**config.mk**
```make
export PLATFORM = sky130hd
export DESIGN_NAME = sample_hex_printer
export DESIGN_NICKNAME = d
export VERILOG_FILES = /design/src/rtl/sample_printer_pkg.sv /design/src/rtl/hex_ascii_encoder.sv /design/src/rtl/sample_hex_printer.sv
export SDC_FILE = /design/constraint.sdc
export NUM_CORES = 1
export LEC_CHECK = 0
export ABC_AREA = 1
export BUFFER_PORTS_ARGS = -buffer_cell sky130_fd_sc_hd__buf_4
export CORE_MARGIN = 10
export CORE_UTILIZATION = 35
export CTS_CLUSTER_SIZE = 25
export DETAILED_ROUTE_END_ITERATION = 10
export PLACE_DENSITY = 0.6
export SYNTH_ARGS = -nofsm -noshare
export SYNTH_HDL_FRONTEND = slang
export SYNTH_SLANG_ARGS = --single-unit
```
**constraint.sdc**
```tcl
create_clock -name clk -period 7.47 [get_ports clk]
set_clock_uncertainty 0.1 [all_clocks]
set_input_delay 1.1205 -clock clk [delete_from_list [all_inputs] [get_ports clk]]
set_output_delay 1.1205 -clock clk [all_outputs]
set_load 0.01 [all_outputs]
```
**src/rtl/sample_printer_pkg.sv**
```systemverilog
// Shared states, ASCII constants and width helper for the sample printer.
// Imported by hex_ascii_encoder and sample_hex_printer.
package sample_printer_pkg;

  typedef enum logic [2:0] {
    S_IDLE,
    S_CHAN,
    S_COLON,
    S_HEX,
    S_SEP,
    S_CR,
    S_LF
  } state_t;

  localparam logic [7:0] CH_COLON   = 8'h3A;
  localparam logic [7:0] CH_SPACE   = 8'h20;
  localparam logic [7:0] CH_CR      = 8'h0D;
  localparam logic [7:0] CH_LF      = 8'h0A;
  localparam logic [7:0] CH_ZERO    = 8'h30;
  localparam logic [7:0] CH_A       = 8'h41;
  localparam logic [7:0] CMD_PAUSE  = 8'h70;
  localparam logic [7:0] CMD_RESUME = 8'h72;

  function automatic int hex_digits(input int w);
    return (w + 3) / 4;
  endfunction

endpackage

```
**src/rtl/hex_ascii_encoder.sv**
```systemverilog
// Combinational nibble to uppercase ASCII hex character.
// Ports: nibble_i (4-bit value), ascii_o (8-bit '0'-'9' / 'A'-'F').
module hex_ascii_encoder
  import sample_printer_pkg::*;
(
  input  logic [3:0] nibble_i,
  output logic [7:0] ascii_o
);

  always_comb begin
    if (nibble_i < 4'd10) begin
      ascii_o = CH_ZERO + {4'h0, nibble_i};
    end else begin
      ascii_o = CH_A + {4'h0, nibble_i} - 8'd10;
    end
  end

endmodule

```
**src/rtl/sample_hex_printer.sv**
```systemverilog
// Streams each captured multi-channel sample as one ASCII hex line to a UART.
// Ports: clk/rst, sample_data/new_sample in, tx_data/new_tx_data/tx_busy to
// the transmitter, rx_data/new_rx_data pause commands, busy/overrun status.
module sample_hex_printer
  import sample_printer_pkg::*;
#(
  parameter int NUM_CH   = 2,
  parameter int SAMPLE_W = 12
) (
  input  logic                       clk,
  input  logic                       rst,
  input  logic [NUM_CH*SAMPLE_W-1:0] sample_data,
  input  logic                       new_sample,
  output logic [7:0]                 tx_data,
  output logic                       new_tx_data,
  input  logic                       tx_busy,
  input  logic [7:0]                 rx_data,
  input  logic                       new_rx_data,
  output logic                       busy,
  output logic                       overrun
);

  localparam int HEX_DIGITS = hex_digits(SAMPLE_W);
  localparam int HW = HEX_DIGITS * 4;
  localparam int PW = NUM_CH * HW;
  localparam int IW = $clog2(PW);
  localparam int DW = NUM_CH * SAMPLE_W;

  state_t          state_q, state_d;
  logic [3:0]      ch_q, ch_d;
  logic [3:0]      dig_q, dig_d;
  logic [DW-1:0]   frame_q, frame_d;
  logic [7:0]      tx_data_q, tx_data_d;
  logic            new_tx_data_q, new_tx_data_d;
  logic            busy_q, busy_d;
  logic            overrun_q, overrun_d;
  logic            paused_q, paused_d;

  logic [PW-1:0]   padded;
  logic [IW-1:0]   nib_base;
  logic [3:0]      nibble;
  logic [7:0]      hex_char;
  logic            hold;
  logic            can_emit;
  logic            emit;
  logic [7:0]      emit_byte;
  logic            pause_cmd;
  logic            resume_cmd;
  logic            paused_eff;

  // Each channel zero-extended to a whole number of nibbles.
  for (genvar c = 0; c < NUM_CH; c++) begin : g_pad
    assign padded[c*HW +: SAMPLE_W] = frame_q[c*SAMPLE_W +: SAMPLE_W];
    if (HW > SAMPLE_W) begin : g_ext
      assign padded[c*HW+SAMPLE_W +: HW-SAMPLE_W] = '0;
    end
  end

  assign nib_base = IW'(int'(ch_q) * HW + (HEX_DIGITS - 1 - int'(dig_q)) * 4);
  assign nibble   = padded[nib_base +: 4];

  hex_ascii_encoder u_enc (
    .nibble_i (nibble),
    .ascii_o  (hex_char)
  );

  // The registered strobe doubles as the post-emission hold flag; it
  // covers the cycle before the transmitter can raise tx_busy.
  assign hold     = new_tx_data_q;
  assign can_emit = !tx_busy && !hold;

  assign pause_cmd  = new_rx_data && (rx_data == CMD_PAUSE);
  assign resume_cmd = new_rx_data && (rx_data == CMD_RESUME);
  // A pause arriving with a sample already blocks that sample.
  assign paused_eff = paused_q || pause_cmd;

  always_comb begin
    state_d   = state_q;
    ch_d      = ch_q;
    dig_d     = dig_q;
    frame_d   = frame_q;
    emit      = 1'b0;
    emit_byte = 8'h00;
    unique case (state_q)
      S_IDLE: begin
        if (new_sample && !busy_q && !paused_eff) begin
          frame_d = sample_data;
          ch_d    = '0;
          dig_d   = '0;
          // First label goes out straight from capture to meet latency.
          if (!tx_busy) begin
            emit      = 1'b1;
            emit_byte = CH_ZERO;
            state_d   = S_COLON;
          end else begin
            state_d = S_CHAN;
          end
        end
      end
      S_CHAN: begin
        if (can_emit) begin
          emit      = 1'b1;
          emit_byte = CH_ZERO + {4'h0, ch_q};
          state_d   = S_COLON;
        end
      end
      S_COLON: begin
        if (can_emit) begin
          emit      = 1'b1;
          emit_byte = CH_COLON;
          state_d   = S_HEX;
        end
      end
      S_HEX: begin
        if (can_emit) begin
          emit      = 1'b1;
          emit_byte = hex_char;
          if (dig_q == 4'(HEX_DIGITS - 1)) begin
            dig_d   = '0;
            state_d = (ch_q == 4'(NUM_CH - 1)) ? S_CR : S_SEP;
          end else begin
            dig_d = dig_q + 4'd1;
          end
        end
      end
      S_SEP: begin
        if (can_emit) begin
          emit      = 1'b1;
          emit_byte = CH_SPACE;
          ch_d      = ch_q + 4'd1;
          state_d   = S_CHAN;
        end
      end
      S_CR: begin
        if (can_emit) begin
          emit      = 1'b1;
          emit_byte = CH_CR;
          state_d   = S_LF;
        end
      end
      S_LF: begin
        if (can_emit) begin
          emit      = 1'b1;
          emit_byte = CH_LF;
          state_d   = S_IDLE;
        end
      end
      default: state_d = S_IDLE;
    endcase
  end

  // busy stays up through the cycle the LF strobe is visible.
  assign busy_d        = (state_d != S_IDLE) || emit;
  assign new_tx_data_d = emit;
  assign tx_data_d     = emit ? emit_byte : tx_data_q;
  assign overrun_d     = new_sample && busy_q && !paused_eff;
  assign paused_d      = pause_cmd ? 1'b1 : (resume_cmd ? 1'b0 : paused_q);

  always_ff @(posedge clk or posedge rst) begin
    if (rst) begin
      state_q       <= S_IDLE;
      ch_q          <= '0;
      dig_q         <= '0;
      frame_q       <= '0;
      tx_data_q     <= 8'h00;
      new_tx_data_q <= 1'b0;
      busy_q        <= 1'b0;
      overrun_q     <= 1'b0;
      paused_q      <= 1'b0;
    end else begin
      state_q       <= state_d;
      ch_q          <= ch_d;
      dig_q         <= dig_d;
      frame_q       <= frame_d;
      tx_data_q     <= tx_data_d;
      new_tx_data_q <= new_tx_data_d;
      busy_q        <= busy_d;
      overrun_q     <= overrun_d;
      paused_q      <= paused_d;
    end
  end

  assign tx_data     = tx_data_q;
  assign new_tx_data = new_tx_data_q;
  assign busy        = busy_q;
  assign overrun     = overrun_q;

endmodule

```
Word level (Yosys, flattened, before mapping)

Cells that the tools add are included.

Register bits after elaboration: 47
Input port bits: 37
Logic and storage cells: 88

Shift operators: 1
Muxes and demuxes: 33
Equal/unequal tests: 13
$lt $le $gt $ge: 1
$add $sub $neg: 8
Reductions and logical operators: 22
Multipliers: 1

Operators with widths:

| cell                  | count |
|---|---|
| $pmux W8 S7           | 1 |
| $mux W3               | 8 |
| $mux W4               | 6 |
| $mux W6               | 4 |
| $shiftx A24 B6 Y4     | 1 |
| $pmux W3 S7           | 1 |
| $eq A8 B7 Y1 const B  | 2 |
| $mux W8               | 2 |
| $pmux W4 S2           | 2 |
| $add A6 B4 Y7 const A | 2 |
| $eq A3 B3 Y1 const B  | 3 |
| $add A4 B1 Y4 const B | 2 |
| $add A7 B4 Y8 const A | 1 |
| $sub A8 B4 Y8 const B | 1 |
| $logic_and A1 B1 Y1   | 7 |
| $mux W7               | 1 |
| $eq A3 B2 Y1 const B  | 2 |
| $mux W1               | 6 |
| $ne A2 B2 Y1 const B  | 3 |
| $reduce_and A3 Y1     | 2 |
| $reduce_bool A2 Y1    | 3 |
| $reduce_or A6 Y1      | 1 |
| $add A5 B5 Y5         | 1 |
| $eq A4 B1 Y1 const B  | 1 |
| 12 further kinds      | 16 |

Logic depth before layout (Yosys ltp)

Gate-level depths: netlist of run 1.

Word-level depth: 9
Mapped depth: 21
Mapped depth without buffers: 21

Cells and area by module

A second synthesis of run 1 with hierarchy kept.

Cells, all modules: 352
Area total of the unflattened synthesis: 2627.5 um2

Modules (own cells, without submodules):

| module             | cells an instance | instances | area an instance (um2) | seq. area each (um2) |
|---|---|---|---|---|
| sample_hex_printer | 327               | 1         | 2503.7                 | 1176.1 |
| hex_ascii_encoder  | 25                | 1         | 123.9                  | 0.0 |

Worst setup path after synthesis of run 1

OpenSTA, ideal clock, no wires.

Path type: reg-to-reg
From: register ch_q[0]
To: register tx_data_q[2] (netlist: tx_data[2])
Cell stages (with the launch flop): 17
Slack: 4804 ps
Arrival: 2449 ps
Path through: dfrtp_1 -> ha_1 -> fa_1 -> inv_2 -> a211oi_1 -> nand2_1 -> nand2_1 -> inv_1 -> ha_1 -> inv_1 -> nor2_2 -> nand3_1 -> nand2_1 -> nand2_1 -> nand2_1 -> nand2_1 -> nand2_1

Longest elaborated chain between the ends: 8

RTL lines:

| what                     | line                      | RTL |
|---|---|---|
| start: declaration       | sample_hex_printer.sv:30  | `logic [3:0] ch_q, ch_d;` |
| start signal: assignment | sample_hex_printer.sv:172 | `ch_q <= ch_d;` |
| $mul A4 B2 Y3            | sample_hex_printer.sv:59  | `assign nib_base = IW'(int'(ch_q) * HW + (HEX_DIGITS - 1 - int'(dig_q)) * 4);` |
| $add A5 B5 Y5            | sample_hex_printer.sv:59  |  |
| $shiftx A24 B6 Y4        | sample_hex_printer.sv:60  | `assign nibble = padded[nib_base +: 4];` |
| $add A7 B4 Y8            | hex_ascii_encoder.sv:14   | `ascii_o = CH_A + {4'h0, nibble_i} - 8'd10;` |
| $sub A8 B4 Y8            | hex_ascii_encoder.sv:14   |  |
| $mux W8                  | hex_ascii_encoder.sv:11   | `if (nibble_i < 4'd10) begin` |
| $mux W8                  | sample_hex_printer.sv:115 | `if (can_emit) begin` |
| $pmux W8 S7 *            | sample_hex_printer.sv:84  | `unique case (state_q)` |
| end signal: assignment   | sample_hex_printer.sv:175 | `tx_data_q <= tx_data_d;` |
| end: declaration         | sample_hex_printer.sv:33  | `logic [7:0] tx_data_q, tx_data_d;` |

Every way passes the cells marked *; elsewhere a longest branch is shown, timed or not.
A chain may end at the register's enable or synchronous reset.

Worst setup path after layout of run 1

Ends and elaborated chain as after synthesis.

==> results.yml, run 1 <==
run_status:
  status: "finished clean"
yosys:
  synth_edf_count: 0
  async_flop_share_pct: 100
  synthFlopType: "dfrtp_1"
  ys_seq_area_share_pct: 41.1
  synth.avg_cell_area_um2: 7.38
  synthDistinctLibCells: 30
  yosysWarningCount: 0
  synth_fp_nets: 429
  yosys.area.top_type: "dfrtp_1"
  yosysMostFrequentCell: "nand2_1"
  syn_inst: 380
  netlist_area_um2: 2800
  synth_top_cells_by_count: "nand2_1, inv_1, dfrtp_1"
  ys_ff_latch: 46
  netlist_top_cells_area: "dfrtp_1, nand2_1, inv_1, ha_1, nand3_1"
  synth_top_cell_area_share_pct: 41.1
sta:
  hold_viol: 0
  grt_setup_unrepaired: "no"
  setup_viol: 0
  fmax_mhz: 331
  drv_slew: 0
  layout_min_cycle_time_ns: 3.02
  slew-limit-headroom_pct: 35.5
  worst_pin_slew_ns: 0.967
  setup_tns_ns: 0
  fin_crit_sh_pct: 40.5
drt:
  via_count: 2445
  drt-total-wl_um: 6340
  drtIter0Drc: 77
  drtPass1Iterations: 6
  routedWlPerCell_um: 12.0
  drc_errors: 0
  viasPerCell: 4.64
  ant_nets: 0
die:
  io_pins: 48
  fp.dieH_um: 110
  rows: 32
  die_x_um: 110
  core_region_area_um2: 7770
  start_util_pct: 36.1
  die_area_um2: 12000
pwr:
  peakVddDrop_v: 0.000186
  leakage_nw: 1.78
  power_density_nw_per_um2: 504
clocking:
  clk_pin_slew_ns: 0.08
  cts_setup_buffers: 0
  cts_tree: "done"
  cts-root-buf: "clkbuf_8"
  post_cts_resized: 0
  cts.sink_count: 46
  ctsHtreeMaxLevel: 2
  cts_buffer_depth: 2
  cts_inserted_buffers: 5
  clk_latency_ns: 0.30
  ctsHoldBuffers: 0
setup_path:
  crit_path_start: "ch_q[0]$_DFFE_PP0P_"
  crit_path_max_fanout: 7
  required_ns: 7.61
  crit_type: "reg2reg"
  worstPathArrival_ns: 3.17
  crit_path_end_kind: "flop"
  r2r-start: "ch_q[0]$_DFFE_PP0P_"
  crit_path_start_kind: "flop"
layout:
  areaGrowthSynthToFinish_pct: 17.7
  drive_above_1_share_pct: 20.7
  finish.instance_area_um2: 3300
  layout.nets: 474
  diodes: 0
  final-seq-area_um2: 1150
  layout.cells.non_filler: 527
  n_fill_cell: 843
  multi_input_area_um2: 1380
place:
  dp.final_hpwl_um: 4910
  dp_cells: 520
  io_buffer_count: 46
  dpl_cell_area_um2: 3220
  place.gp.congestion: 0.854
global_routing:
  grt-ovfl-total: 0
  grt_pass1_vias: 2565
  grt_pass1_wl_um: 10800
  track_usage_pct: 10.9
  antenna_found_initial: 0
  grt_max_degree: 47
run:
  drv_cap: 0
min_path:
  hp-class: "reg2reg"
  min_from: "frame_q[0]$_DFFE_PP0P_"
## worst max-delay path, stage by stage (launching register included)
cell	delay, ns
dfrtp_1	0.47
ha_1	0.37
fa_1	0.73
inv_2	0.15
nand3_1	0.11
nand2_1	0.06
inv_1	0.05
nand3_1	0.08
nand2_2	0.12
ha_1	0.18
inv_1	0.05
nor2_2	0.14
nand3_1	0.08
nand2_1	0.06
nand2_1	0.05
nand2_1	0.06
nand2_1	0.06
nand2_1	0.06
## where the power goes
part | switching (W) | total [W] | leakage, nW | internal (W)
registers | 0.0000514 | 0.000386 | 0.555 | 0.000334
clock network | 0.0000788 | 0.000143 | 0.0383 | 0.0000645
logic | 0.000722 | 0.00114 | 1.19 | 0.000414
## layout by cell type, fill, tap and decap left out, drive strengths merged, types with 3 or more instances in the layout
master	synthesis	layout
nand2	133	133
inv	59	59
dfrtp	46	46
buf	6	46
nand3	30	30
o21ai	29	29
nor2	27	27
a21oi	17	17
ha	11	11
clkbuf	2	7
nor3	7	7
a211oi	3	3
## layer usage
metal  global-route usage (%)  vias up  share of wire, %
met2                     18.7       62                45
met5                        0        -                 0
met3                     3.57        7               6.6
met4                     2.23        0              0.90
met1                     13.0     1099                47
li1                         -     1277                 -
## metrics by stage
step	hold slack, ns	utilization (%)	total power (W)	worst slack (ns)
floorplan	0.344	-	0.00131	4.80
global placement	0.362	41.5	0.00152	4.20
detailed placement	0.366	41.5	0.00153	4.15
CTS	0.387	42.5	0.00169	4.39
global route	0.412	42.5	0.00187	4.12
finish	0.382	42.5	0.00166	4.45
## cell type report
| class | instances | area share (%) |
|---|---|---|
| multi-input cells | 267 | 41.8 |
| flip-flops and latches | 46 | 34.9 |
| repair buffers | 46 | 10.5 |
| inverters | 59 | 6.71 |
| well taps | 102 | 3.87 |
| clock buffers | 7 | 2.31 |
## logic make-up (layout without fill, tap and decap cells)
kind of cell,count (synthesis),count (layout),synth area share (%)
other cells,1,1,0.134
simple gates,197,197,31.7
flops,46,46,41.1
compound gates,55,55,11.1
xor+xnor,2,2,0.625
fa+ha+maj,12,12,5.62
buf+inv,67,112,9.77
## registers in the layout, summed over array words and instances, names as in the netlist
name and flops:
frame_q 24, overrun 1, busy 1, state_q 3, paused_q 1, tx_data 7
ch_q 4, dig_q 4, new_tx_data 1
## final timing paths
check / cells after the start / slack, ns / to
setup / recovery: 17 / 4.45 / tx_data[2]$_DFFE_PP0P_
hold / removal: 2 / 0.38 / frame_q[0]$_DFFE_PP0P_
setup reg to reg: 17 / 4.45 / tx_data[2]$_DFFE_PP0P_
hold reg to reg: 2 / 0.38 / frame_q[0]$_DFFE_PP0P_
max in group asynchronous: 2 / 5.72 / frame_q[19]$_DFFE_PP0P_
min in group asynchronous: 2 / 0.96 / state_q[2]$_DFF_PP0_
Power figures use the tool's default switching activity.
==> inputs of run 2 (changes only) <==
==> constraint.sdc (replaced) <==
create_clock -name clk -period 3.2 [get_ports clk]
set_clock_uncertainty 0.1 [all_clocks]
set_input_delay 0.48 -clock clk [delete_from_list [all_inputs] [get_ports clk]]
set_output_delay 0.48 -clock clk [all_outputs]
set_load 0.01 [all_outputs]
==> run 2 against run 1 <==
Compared with the run above: die area is the same; register-to-register slack got worse by 4.1 ns; highest routed layer unchanged; sequential share of layout area down 0.34 points.
==> results.yml, run 2 (same netlist as run 1, synthesis figures left out) <==
run_status:
  status: "finished clean"
layout:
  areaGrowthSynthToFinish_pct: 18.9
  final-seq-area_um2: 1150
  layout_commonest_cell: "nand2_1"
  final_cell_mix: "nand2_1, inv_1, buf_4"
  multi_input_area_um2: 1380
  layout.nets: 476
  finish.instance_area_um2: 3330
  drive_above_1_share_pct: 21.7
  n_fill_cell: 831
  largest-register: "frame_q"
  diodes: 0
  largest_register_ffs: 24
setup_path:
  worstPathArrival_ns: 2.95
  crit_type: "reg2reg"
  required_ns: 3.29
  crit_path_max_fanout: 7
  crit_path_start_kind: "flop"
  crit_path_end_kind: "flop"
drt:
  drtPass1Iterations: 4
  routedWlPerCell_um: 12.0
  viasPerCell: 4.63
  drtIter0Drc: 62
  ant_nets: 0
  via_count: 2452
  drt-total-wl_um: 6380
  drc_errors: 0
sta:
  hold_viol: 0
  setup_viol: 0
  slew-limit-headroom_pct: 34.6
  worst_pin_slew_ns: 0.979
  fmax_mhz: 350
  drv_slew: 0
  layout_min_cycle_time_ns: 2.86
  grt_setup_unrepaired: "no"
  setup_tns_ns: 0
  fin_crit_sh_pct: 89.3
  whs_ns: 0.271
pwr:
  p_sw_w: 0.00198
  p_int_w: 0.00193
  peakVddDrop_v: 0.000500
  swShare_pct: 50.7
  power_density_nw_per_um2: 1170
  total_power_w: 0.00391
  pwr-share-seq_pct: 23.0
  leakage_nw: 1.80
  clock_power_share_pct: 9.4
  pwr-share-comb_pct: 67.6
min_path:
  hp-class: "in2reg"
global_routing:
  grt_max_degree: 47
  grt_pass1_wl_um: 11100
  track_usage_pct: 11.2
  grt_pass1_vias: 2558
  grt-ovfl-total: 0
  antenna_found_initial: 0
clocking:
  clk_pin_slew_ns: 0.08
  cts_inserted_buffers: 5
  cts_buffer_depth: 2
  clk_latency_ns: 0.30
  cts-root-buf: "clkbuf_8"
  cts.sink_count: 46
  ctsHoldBuffers: 0
  ctsHtreeMaxLevel: 2
  cts_tree: "done"
place:
  io_buffer_count: 46
  dp.final_hpwl_um: 4930
  place.gp.congestion: 0.898
  dpl_cell_area_um2: 3240
die:
  io_pins: 48
  die_x_um: 110
  start_util_pct: 36.1
  core_region_area_um2: 7770
  fp.dieH_um: 110
  rows: 32
  die_area_um2: 12000
run:
  drv_cap: 0
-- run 2: cell count changes in the layout (fill, tap and decap cells not counted), sizes merged --
cell    delta
buf        +2
clkinv     +1
-- run 2: worst max-delay path, stage by stage, from the launching register on --
cell and delay, ns:
dfrtp_1 0.46, ha_1 0.37, fa_2 0.67, inv_2 0.11, a211oi_1 0.22, nand2_1 0.07, nand2_1 0.08, inv_1 0.05
ha_1 0.20, inv_1 0.07, nor2_2 0.05, nand3_1 0.06, nand2_1 0.05, nand2_1 0.05, nand2_1 0.05, nand2_1 0.05
nand2_1 0.04
-- run 2: power by group through the flow --
stage	logic (W)	registers, W	clock network (W)
5_1_grt	0.00305	0.000929	0.000408
3_5_place_dp	0.00262	0.000916	0
4_1_cts	0.00264	0.000902	0.000386
6_report	0.00265	0.000900	0.000369
2_1_floorplan	0.00214	0.000905	0
3_3_place_gp	0.00260	0.000903	0
-- run 2: repair_timing --
item	in CTS	in global routing
endpoints found under the setup margin	0	3
gates resized for setup	0	1
buffers inserted	0	0
-- run 2: through the flow --
step                      instances  util (%)  setup WS (ns)
final                           530      42.9          0.343
after detailed placement        522      41.7          0.292
after global placement          522      41.7          0.342
after floorplan                 380         -          0.534
after global routing            530      42.9        0.00565
after CTS                       530      42.9          0.262
-- run 2: layout make-up --
type / count / share of cell area (%)
multi-input cells: 267 / 41.4
flip-flops and latches: 46 / 34.5
repair buffers: 48 / 10.8
inverters: 59 / 6.64
well taps: 102 / 3.83
clock buffers: 7 / 2.59
clock inverters: 1 / 0.150
-- run 2: path summary, 6_finish.rpt --
path	startpoint	end	slack [ns]	cells after the start
max	ch_q[0]$_DFFE_PP0P_	tx_data[2]$_DFFE_PP0P_	0.34	16
min	sample_data[19]	frame_q[19]$_DFFE_PP0P_	0.27	3
max reg2reg	ch_q[0]$_DFFE_PP0P_	tx_data[2]$_DFFE_PP0P_	0.34	16
min reg2reg	frame_q[0]$_DFFE_PP0P_	frame_q[0]$_DFFE_PP0P_	0.39	2
max in group asynchronous	rst	tx_data[6]$_DFFE_PP0P_	2.07	2
min in group asynchronous	rst	busy$_DFF_PP0_	0.31	2
-- run 2: layer usage --
metal / track usage (%) / vias up / wire (um)
li1: - / 1283 / -
met1: 13.9 / 1111 / 3090
met2: 18.3 / 51 / 2800
met3: 3.28 / 7 / 421
met4: 3.44 / 0 / 60
met5: 0 / - / 0
==> inputs of run 3 (changes only) <==
--- a/config.mk
+++ b/config.mk
@@ -11,6 +11,7 @@
 export CORE_UTILIZATION = 35
 export CTS_CLUSTER_SIZE = 25
 export DETAILED_ROUTE_END_ITERATION = 10
+export MAX_ROUTING_LAYER = met4
 export PLACE_DENSITY = 0.6
 export SYNTH_ARGS = -nofsm -noshare
 export SYNTH_HDL_FRONTEND = slang
==> run 3 against run 2 <==
Compared with the run above: utilization is 0.064 points higher; clock power up 16%; cell area rose by 0.15%; critical path type unchanged; largest power group unchanged.
==> results.yml, run 3 (same netlist as run 1, synthesis figures left out) <==
die:
  rows: 32
  die_x_um: 110
  fp.dieH_um: 110
  start_util_pct: 36.1
  io_pins: 48
  die_area_um2: 12000
  core_region_area_um2: 7770
place:
  place.gp.congestion: 0.859
  pre_cts_slack_ns: 0.293
  dp_cells: 521
  io_buffer_count: 46
  dp.final_hpwl_um: 4960
layout:
  drive_above_1_share_pct: 21.1
  largest_register_ffs: 24
  layout.nets: 475
  n_fill_cell: 822
  layout_commonest_cell: "nand2_1"
  largest-register: "frame_q"
  diodes: 0
  areaGrowthSynthToFinish_pct: 19.1
  final_cell_mix: "nand2_1, inv_1, buf_4"
  layout.cells.non_filler: 529
setup_path:
  crit_path_top_delay_cell: "fa_1"
  crit_path_end_kind: "flop"
  crit_top_cell: "nand2_1"
  required_ns: 3.29
  crit_type: "reg2reg"
  crit_path_start_kind: "flop"
  max_stage_delay_ns: 0.71
  cp_top_family: "adder cells"
  cp_cell_sequence: "ha_1 > fa_1 > inv_2 > a211oi_1 > nand2_1 > nand2_1 > inv_1 > ha_1 > inv_1 > nor2_2 > nand3_1 > nand2_1 > nand2_1 > nand2_1 > nand2_1 > nand2_1"
  worstPathArrival_ns: 3.04
  worstPathBufferInverterCount: 3
  crit_path_max_fanout: 7
sta:
  fmax_mhz: 339
  fin_crit_sh_pct: 92.2
  setup_viol: 0
  slew-limit-headroom_pct: 35.9
  grt_setup_unrepaired: "no"
  drv_slew: 0
  setup_slack_ns: 0.249
  layout_min_cycle_time_ns: 2.95
  whs_ns: 0.276
  hold_viol: 0
  setup_tns_ns: 0
  worst_pin_slew_ns: 0.960
run:
  drv_cap: 0
global_routing:
  grt-ovfl-total: 0
  track_usage_pct: 11.4
  grt_max_degree: 47
  grt_pass1_vias: 2510
  grt_pass1_wl_um: 11100
  antenna_found_initial: 0
clocking:
  cts_tree: "done"
  clk_latency_ns: 0.29
  cts_inserted_buffers: 5
  cts_buffer_depth: 2
  cts_setup_buffers: 0
  cts.sink_count: 46
  post_cts_resized: 0
  ctsHoldBuffers: 0
  ctsHtreeMaxLevel: 2
  cts-root-buf: "clkbuf_8"
  clk_pin_slew_ns: 0.08
drt:
  routedWlPerCell_um: 12.0
  drc_errors: 0
  drtIter0Drc: 101
  via_count: 2453
  drt-total-wl_um: 6360
  ant_nets: 0
  viasPerCell: 4.64
  drtPass1Iterations: 4
pwr:
  leakage_nw: 1.80
  peakVddDrop_v: 0.000594
  power_density_nw_per_um2: 1190
run_status:
  status: "finished clean"
min_path:
  hp-class: "in2reg"
run 3: through the flow:
stage          power [W]  util, %  instance area, um^2
6_report         0.00398     43.0                 3340
3_5_place_dp     0.00356     41.6                 3230
5_1_grt          0.00446     43.0                 3340
2_1_floorplan    0.00305        -                 2800
3_3_place_gp     0.00351     41.6                 3230
4_1_cts          0.00401     43.0                 3340
run 3: cell type report:
class	instances	area, um^2	share of cell area (%)
clock inverters	1	30.0	0.900
clock buffers	7	76.3	2.29
well taps	102	128	3.82
flip-flops and latches	46	1150	34.5
multi-input cells	267	1380	41.3
repair buffers	47	353	10.6
inverters	59	221	6.63
run 3: power by group:
group	switching [W]	leakage, nW	internal [W]	total [W]
Clock	0.000192	0.0524	0.000234	0.000427
Sequential	0.000114	0.555	0.000780	0.000894
Combinational	0.00170	1.20	0.000966	0.00266
run 3: worst paths after layout:
path | from | to | slack [ns] | cells past startpoint
setup reg to reg | ch_q[0]$_DFFE_PP0P_ | tx_data[2]$_DFFE_PP0P_ | 0.25 | 16
setup / recovery | ch_q[0]$_DFFE_PP0P_ | tx_data[2]$_DFFE_PP0P_ | 0.25 | 16
hold / removal | sample_data[4] | frame_q[4]$_DFFE_PP0P_ | 0.28 | 3
max in group asynchronous | rst | frame_q[19]$_DFFE_PP0P_ | 2.09 | 2
min in group asynchronous | rst | frame_q[5]$_DFFE_PP0P_ | 0.32 | 2
hold reg to reg | frame_q[0]$_DFFE_PP0P_ | frame_q[0]$_DFFE_PP0P_ | 0.38 | 2
run 3: tightest hold or removal path, stage by stage:
cell     delay, ns
buf_4         0.08
nand2_1       0.04
nand2_1       0.04
run 3: routing by layer:
layer | part of all wire (%) | GRT usage [%]
met5 | 0 | -
met2 | 45 | 18.3
met3 | 5.4 | 2.57
met1 | 49 | 14.2
met4 | 0.80 | 3.16
